File: src/rtl/systolic_array_param.sv
// Weight-stationary systolic multiplier: C = A*B on a ROWS x COLS PE grid,
// with internal input skew, output deskew and an optional accumulate mode.
//
// state | meaning
// IDLE  | waiting for load or start
// RUN   | streaming A through the grid, run counter t advancing
// DONE  | result valid, block_multiply_done high
`ifndef DATA_W
`define DATA_W 8
`endif

module systolic_array_param #(
    parameter int ROWS   = 2,
    parameter int COLS   = 2,
    parameter int M      = 2,
    parameter int DATA_W = `DATA_W
) (
    input  logic                         clk,
    input  logic                         rst,
    input  logic                         load,
    input  logic                         start,
    input  logic                         acc_mode,
    input  logic [M*ROWS*DATA_W-1:0]     block_a,
    input  logic [ROWS*COLS*DATA_W-1:0]  block_b,
    output logic                         busy,
    output logic                         block_multiply_done,
    output logic [M*COLS*DATA_W-1:0]     block_result
);
    localparam int LAST = M + ROWS + COLS - 2;
    localparam int CW   = $clog2(LAST + 1) + 1;

    typedef enum logic [1:0] {IDLE, RUN, DONE} state_t;

    state_t                   state;
    logic [CW-1:0]            t;
    logic                     acc_q;
    logic [DATA_W-1:0]        a_reg    [M][ROWS];
    logic [DATA_W-1:0]        w_reg    [ROWS][COLS];
    logic [DATA_W-1:0]        sum_q    [ROWS][COLS];
    logic [DATA_W-1:0]        pass_q   [ROWS][COLS];
    logic [DATA_W-1:0]        res_buf  [M][COLS];
    logic [DATA_W-1:0]        west     [ROWS][COLS];
    logic [DATA_W-1:0]        north    [ROWS][COLS];
    logic [DATA_W-1:0]        buf_next [M][COLS];
    logic [M*COLS*DATA_W-1:0] res_next;

    // Input skew: row k sees A[m][k] when t == m + k.
    always_comb begin
        for (int k = 0; k < ROWS; k++) begin
            west[k][0] = '0;
            for (int m = 0; m < M; m++)
                if (int'(t) == m + k) west[k][0] = a_reg[m][k];
            for (int n = 1; n < COLS; n++)
                west[k][n] = pass_q[k][n-1];
        end
        for (int n = 0; n < COLS; n++) begin
            north[0][n] = '0;
            for (int k = 1; k < ROWS; k++)
                north[k][n] = sum_q[k-1][n];
        end
    end

    // Output deskew; includes the element landing on the completion edge itself.
    always_comb begin
        res_next = '0;
        for (int m = 0; m < M; m++) begin
            for (int n = 0; n < COLS; n++) begin
                buf_next[m][n] = res_buf[m][n];
                if (int'(t) == m + n + ROWS) buf_next[m][n] = sum_q[ROWS-1][n];
                res_next[(m*COLS+n)*DATA_W +: DATA_W] = acc_q ?
                    block_result[(m*COLS+n)*DATA_W +: DATA_W] + buf_next[m][n] :
                    buf_next[m][n];
            end
        end
    end

    always_ff @(posedge clk or negedge rst) begin
        if (!rst) begin
            state               <= IDLE;
            t                   <= '0;
            acc_q               <= 1'b0;
            busy                <= 1'b0;
            block_multiply_done <= 1'b0;
            block_result        <= '0;
            for (int m = 0; m < M; m++) begin
                for (int k = 0; k < ROWS; k++) a_reg[m][k] <= '0;
                for (int n = 0; n < COLS; n++) res_buf[m][n] <= '0;
            end
            for (int k = 0; k < ROWS; k++) begin
                for (int n = 0; n < COLS; n++) begin
                    w_reg[k][n]  <= '0;
                    sum_q[k][n]  <= '0;
                    pass_q[k][n] <= '0;
                end
            end
        end else begin
            case (state)
                IDLE, DONE: begin
                    if (load) begin
                        for (int m = 0; m < M; m++)
                            for (int k = 0; k < ROWS; k++)
                                a_reg[m][k] <= block_a[(m*ROWS+k)*DATA_W +: DATA_W];
                        for (int k = 0; k < ROWS; k++)
                            for (int n = 0; n < COLS; n++)
                                w_reg[k][n] <= block_b[(k*COLS+n)*DATA_W +: DATA_W];
                        block_multiply_done <= 1'b0;
                        state               <= IDLE;
                    end else if (start) begin
                        for (int k = 0; k < ROWS; k++) begin
                            for (int n = 0; n < COLS; n++) begin
                                sum_q[k][n]  <= '0;
                                pass_q[k][n] <= '0;
                            end
                        end
                        t                   <= '0;
                        acc_q               <= acc_mode;
                        block_multiply_done <= 1'b0;
                        busy                <= 1'b1;
                        state               <= RUN;
                    end
                end
                RUN: begin
                    for (int k = 0; k < ROWS; k++) begin
                        for (int n = 0; n < COLS; n++) begin
                            sum_q[k][n]  <= north[k][n] + west[k][n] * w_reg[k][n];
                            pass_q[k][n] <= west[k][n];
                        end
                    end
                    for (int m = 0; m < M; m++)
                        for (int n = 0; n < COLS; n++)
                            res_buf[m][n] <= buf_next[m][n];
                    if (t == CW'(LAST)) begin
                        block_result        <= res_next;
                        busy                <= 1'b0;
                        block_multiply_done <= 1'b1;
                        state               <= DONE;
                    end else begin
                        t <= t + 1'b1;
                    end
                end
                default: state <= IDLE;
            endcase
        end
    end
endmodule

File: config.mk
export PLATFORM = sky130hd
export DESIGN_NAME = systolic_array_param
export DESIGN_NICKNAME = d
export VERILOG_FILES = /design/src/rtl/systolic_array_param.sv
export SDC_FILE = /design/constraint.sdc
export NUM_CORES = 1
export LEC_CHECK = 0
export BUFFER_PORTS_ARGS = -buffer_cell sky130_fd_sc_hd__buf_4
export CAP_MARGIN = 20
export CORE_MARGIN = 1
export CORE_UTILIZATION = 56
export CTS_BUF_LIST = sky130_fd_sc_hd__clkbuf_16
export DETAILED_ROUTE_END_ITERATION = 8
export PLACE_DENSITY = 0.78
export SKIP_LAST_GASP = 1
export SLEW_MARGIN = 15
export SYNTH_ARGS = -nofsm -noshare
export SYNTH_HDL_FRONTEND = slang
export SYNTH_SLANG_ARGS = --single-unit
File: constraint.sdc
create_clock -name clk -period 5.3 [get_ports clk]
set_input_delay 0.265 -clock clk [delete_from_list [all_inputs] [get_ports clk]]
set_output_delay 0.265 -clock clk [all_outputs]
set_load 0.05 [all_outputs]
**After elaboration in Yosys (flattened, before gate mapping)**

Index checks and enable logic that the tools add are counted.

- Eq/ne operators: 12
- Multiply operators: 4
- Muxes and demuxes: 32
- Order comparisons: 0
- Bitwise logic cells: 1
- Add/subtract/negate cells: 7
- Reduce and logical (&&, ||, !) cells: 12
- Shift-type cells: 0
- Divide/modulo/power cells: 0

Operator list:

| operator | count |
|---|---|
| one-hot mux 32 bit (2 select lines) | 2 |
| 2-to-1 mux 8 bit | 12 |
| 2-to-1 mux 32 bit | 2 |
| adder 8 bit | 6 |
| multiplier 8 x 8 -> 8 bit | 4 |
| equality test 4 x 3 -> 1 bit, second input constant | 3 |
| 2-to-1 mux 4 bit | 3 |
| AND reduction 3 bit | 3 |
| inequality test 2 bit, second input constant | 4 |
| one-hot mux 4 bit (2 select lines) | 1 |
| AND reduction 4 bit | 2 |
| 2-to-1 mux 1 bit | 6 |
| 2-to-1 mux 2 bit | 3 |
| AND reduction 2 bit | 3 |
| adder 4 x 1 -> 4 bit, second input constant | 1 |
| equality test 4 x 2 -> 1 bit, second input constant | 1 |
| equality test 4 bit, second input constant | 1 |
| zero test 4 bit | 1 |
| one-hot mux 1 bit (2 select lines) | 2 |
| one-hot mux 2 bit (2 select lines) | 1 |
| inequality test 3 bit, second input constant | 1 |
| equality test 2 x 1 -> 1 bit, second input constant | 1 |
| equality test 2 bit, second input constant | 1 |
| zero test 2 bit | 1 |
| other kinds (3) | 3 |

- Logic and storage cells: 92
- Bits in latches: 0
- Output and inout port bits: 34
- Bits in writable memories: 0
- Memories kept: 0
- Flip-flop bits (word level): 185
- Bits in read-only memories: 0

**Longest topological paths before layout**

- Word-level depth: 6
- Gate-level depth with buffers: 22
- Gate-level depth less buffers: 21

**Least setup slack after synthesis**

No wires, ideal clock.

- Path type: reg2reg
- Start point: reg t[1]
- End point: reg sum_q[15] in the netlist's numbering
- Stages on the path, launching flop included: 22
- Library setup time: 133 ps
- Period minus slack after synthesis: 5001 ps
- Slack: 299 ps
- Arrival: 4867 ps
- Path through: dfrtp_1 -> inv_1 -> ha_1 -> clkbuf_1 -> nand3b_1 -> a21oi_1 -> nand2_1 -> fa_1 -> inv_1 -> fa_1 -> ha_1 -> inv_1 -> fa_1 -> inv_1 -> fa_1 -> a21o_1 -> a21oi_1 -> xnor2_1 -> xnor3_1 -> xnor2_1 -> xnor2_1 -> o21ai_0

- Longest elaborated chain between the ends: 6

Ends and longest elaborated chain:

| item | line | source |
|---|---|---|
| from (decl) | 35 | `logic [CW-1:0] t;` |
| from (signal assigned) | 138 | `t <= t + 1'b1;` |
| equality test 4 x 2 -> 1 bit | 52 | `if (int'(t) == m + k) west[k][0] = a_reg[m][k];` |
| 2-to-1 mux 8 bit | 52 |  |
| 2-to-1 mux 8 bit * | 52 |  |
| multiplier 8 x 8 -> 8 bit * | 125 | `sum_q[k][n] <= north[k][n] + west[k][n] * w_reg[k][n];` |
| adder 8 bit * | 125 |  |
| one-hot mux 32 bit (2 select lines) * | 97 | `case (state)` |
| to (signal, indexed assignment) | 125 |  |
| to (decl) | 39 | `logic [DATA_W-1:0] sum_q [ROWS][COLS];` |

Every way passes the cells marked *; elsewhere a longest branch is shown, timed or not.
A chain may end at the register's enable or synchronous reset.

**Final worst setup path**

Ends and elaborated chain as after synthesis.

==> impl_metrics.py <==
metrics = {
    "timing": {
        "slew_headroom_pct": 42.6,
        "setup-violations-final": 0,
        "hold_viol_final": 0,
        "max_slew.worst_pin.slew_ps": 862,
        "timing.final.crit_share_pct": 95.3,
        "fin_skew_ps": 10.8,
        "max_freq_ghz": 0.198,
        "slew_viol_final": 0,
        "fin_crit_ps": 5050,
    },
    "floorplan": {
        "core_area_um2": 22600,
        "dieHeight_um": 154,
        "row_count": 55,
        "die-area_um2": 23800,
        "initial_core_util_pct": 57.3,
        "ios": 103,
        "die_w_um": 154,
    },
    "synthesis": {
        "synth_nets": 1614,
        "synth-seq-area-share_pct": 35.7,
        "ys_ff_latch": 185,
        "synth_top_family_by_area": "adder cells",
        "synthAdderAreaFrac_pct": 19.3,
        "yosys_warnings": 0,
        "synth.area.mux_share_pct": 8.73,
        "yosys.area_share.simple_pct": 16.0,
        "synth-edff-count": 0,
        "ys_types": 44,
        "synth-main-ff-cell": "dfrtp_1",
        "synth_area_um2": 13000,
        "synth_compound_area_share_pct": 8.39,
        "synthTopCellsByArea": "dfrtp_1, fa_1, ha_1",
        "synth_top_area_share_pct": 35.7,
        "post_synth_most_frequent_cells": "nand2_1, dfrtp_1, inv_1",
        "postSynthCellCount": 1383,
        "synth_top_area_cell": "dfrtp_1",
        "async_flop_share_pct": 100,
        "syn_area_per_cell_um2": 9.37,
        "synth.most_common_cell": "nand2_1",
        "yosys.area_share.xor_xnor_pct": 5.40,
    },
    "global_route": {
        "grt_use_total_pct": 25.3,
        "grt_max_degree": 79,
        "grt_pass1_vias": 10033,
        "grt_first_pass_wirelength_mm": 48.2,
        "antenna_found_initial": 0,
        "grt-ovfl-total": 0,
    },
    "clock_tree": {
        "cts_max_path_buffers": 2,
        "cts_made_buffers": 17,
        "clock_sinks": 185,
        "cts_tree": "yes",
        "path_clk_slew_ps": 80,
        "clk_latency_ps": 440,
        "cts.htree.levels": 4,
        "root_buffer": "clkbuf_16",
    },
    "hold_path": {
        "holdCritPathClass": "input pin to register",
        "hold_depth": 3,
    },
    "power": {
        "p_clk_share_pct": 13.5,
        "power.leakage_nw": 7.26,
        "p_sw_share_pct": 46.7,
        "p_sw_mw": 4.46,
        "p_int_mw": 5.08,
        "peakVddDrop_v": 0.000304,
        "pwr-share-comb_pct": 59.2,
        "power_density_nw_per_um2": 647,
        "seqPwrFrac_pct": 27.3,
    },
    "detailed_routing": {
        "viasPerCell": 5.43,
        "drt-total-wl_mm": 27.5,
        "vias": 9636,
        "ant_nets": 0,
        "drtIter0Drc": 579,
        "drc": 0,
        "wl_per_cell_um": 15.5,
        "dr.pass1.iters": 5,
    },
    "setup_path": {
        "cp_max_fo": 7,
        "start_kind": "register",
        "crit_type": "register to register",
        "rr_worst_depth": 21,
        "crit_required_ps": 5590,
        "cp-end-kind": "register",
        "cp.arrival_ps": 5350,
    },
    "cells_and_area": {
        "stdcell_count": 1774,
        "fin_nets": 1707,
        "n_fill_cell": 1808,
        "drive_gt1_share_pct": 17.2,
        "multiInputGateArea_um2": 7560,
        "register_area_um2": 4630,
        "n_antenna_cell": 0,
        "fin_util_pct": 65.1,
        "areaGrowthSynthToFinish_pct": 13.7,
        "fin_area_um2": 14700,
    },
    "placement": {
        "port_buffers": 102,
        "post-place-cells": 1740,
        "globalplace.congestion": 0.848,
        "postPlaceCellArea_um2": 14100,
        "dp_hpwl_mm": 20.3,
    },
    "flow_run": {
        "maxCapViolCount": 0,
    },
    "status": {
        "status": "completed",
    },
}
[layer usage]
metal / part of all wire, % / vias to the layer above / global-route usage [%] / wire [um]
li1: - / 4697 / - / -
met1: 46 / 4706 / 33.1 / 12700
met2: 49 / 201 / 43.7 / 13400
met3: 3.6 / 32 / 3.02 / 991
met4: 1.5 / 0 / 8.00 / 421
met5: 0 / - / 0 / 0
[worst max-delay path, cell delays in order (launching register included)]
cell      delay [ps]
dfrtp_2          460
inv_1            130
ha_4             190
nand3b_1         130
a21oi_2          270
nand2_1          110
fa_1             480
inv_1             40
ha_1             270
ha_1             280
inv_1             40
fa_1             480
inv_1             50
ha_1             200
fa_1             460
a21o_1           170
a21oi_1          170
xnor2_1          140
xnor3_1          420
xnor2_1          180
xnor2_1          140
o21ai_0           80
[area by class of cell]
type,count,area share (%)
Multi-Input combinational cell,983,51.3
Tap cell,285,2.42
Timing Repair Buffer,131,6.76
Inverter,158,4.02
Clock buffer,17,2.89
Clock inverter,15,1.16
Sequential cell,185,31.4
[cell usage in the layout (no fill, tap or decap), types with 15 or more instances in the layout]
master     instances
xnor2_1           60
ha_1              96
buf_4            128
nand3b_1          15
a21oi_1           39
clkbuf_16         17
and2_1            70
dfrtp_1          184
nand3_1           46
nor2_1            35
o21ai_0           88
inv_1            158
mux2_2            73
nand2_1          248
fa_1              64
mux2i_1           31
[kinds of logic after synthesis]
kind of cell | Yosys count
flip-flops | 185
AND/OR/NAND/NOR | 454
AO/OA/AOI/OAI | 187
adder cells (fa/ha/maj) | 162
buffers and inverters | 215
multiplexers | 104
XOR/XNOR | 76
[repair_timing]
action / in CTS / in global routing
resized for setup: 0 / 9
hold buffers: 1 / 0
endpoints found under the hold margin: 53 / 0
setup endpoints to repair: 0 / 1
setup buffers: 0 / 1
[per-stage QoR]
| stage | setup slack, ps | hold WS, ps | total power, mW | setup TNS, ps |
|---|---|---|---|---|
| 3_3_place_gp | 252 | 248 | 8.00 | 0 |
| 2_1_floorplan | 299 | -30.6 | 6.79 | 0 |
| 4_1_cts | 114 | 22.7 | 9.57 | 0 |
| 6_report | 249 | 30.2 | 9.53 | 0 |
| 3_5_place_dp | 143 | 248 | 8.23 | 0 |
| 5_1_grt | -45.9 | 40.8 | 10.5 | -45.9 |
[path summary, 6_finish.rpt]
check | startpoint | endpoint | slack [ps]
max in group asynchronous | rst | sum_q[12] | 3710
max reg2reg | t[1] | sum_q[15] | 250
min reg2reg | res_buf[0] | res_buf[0] | 470
max | t[1] | sum_q[15] | 250
min in group asynchronous | rst | block_result[16] | 320
min | block_b[23] | w_reg[15] | 30
[power groups by stage]
stage | clock (mW) | combinational (mW) | sequential (mW)
6_report | 1.28 | 5.65 | 2.60
5_1_grt | 1.37 | 6.43 | 2.69
4_1_cts | 1.31 | 5.66 | 2.59
3_5_place_dp | 0 | 5.61 | 2.62
3_3_place_gp | 0 | 5.41 | 2.59
2_1_floorplan | 0 | 4.01 | 2.78
Note: power is estimated with default switching activity, not from simulation.
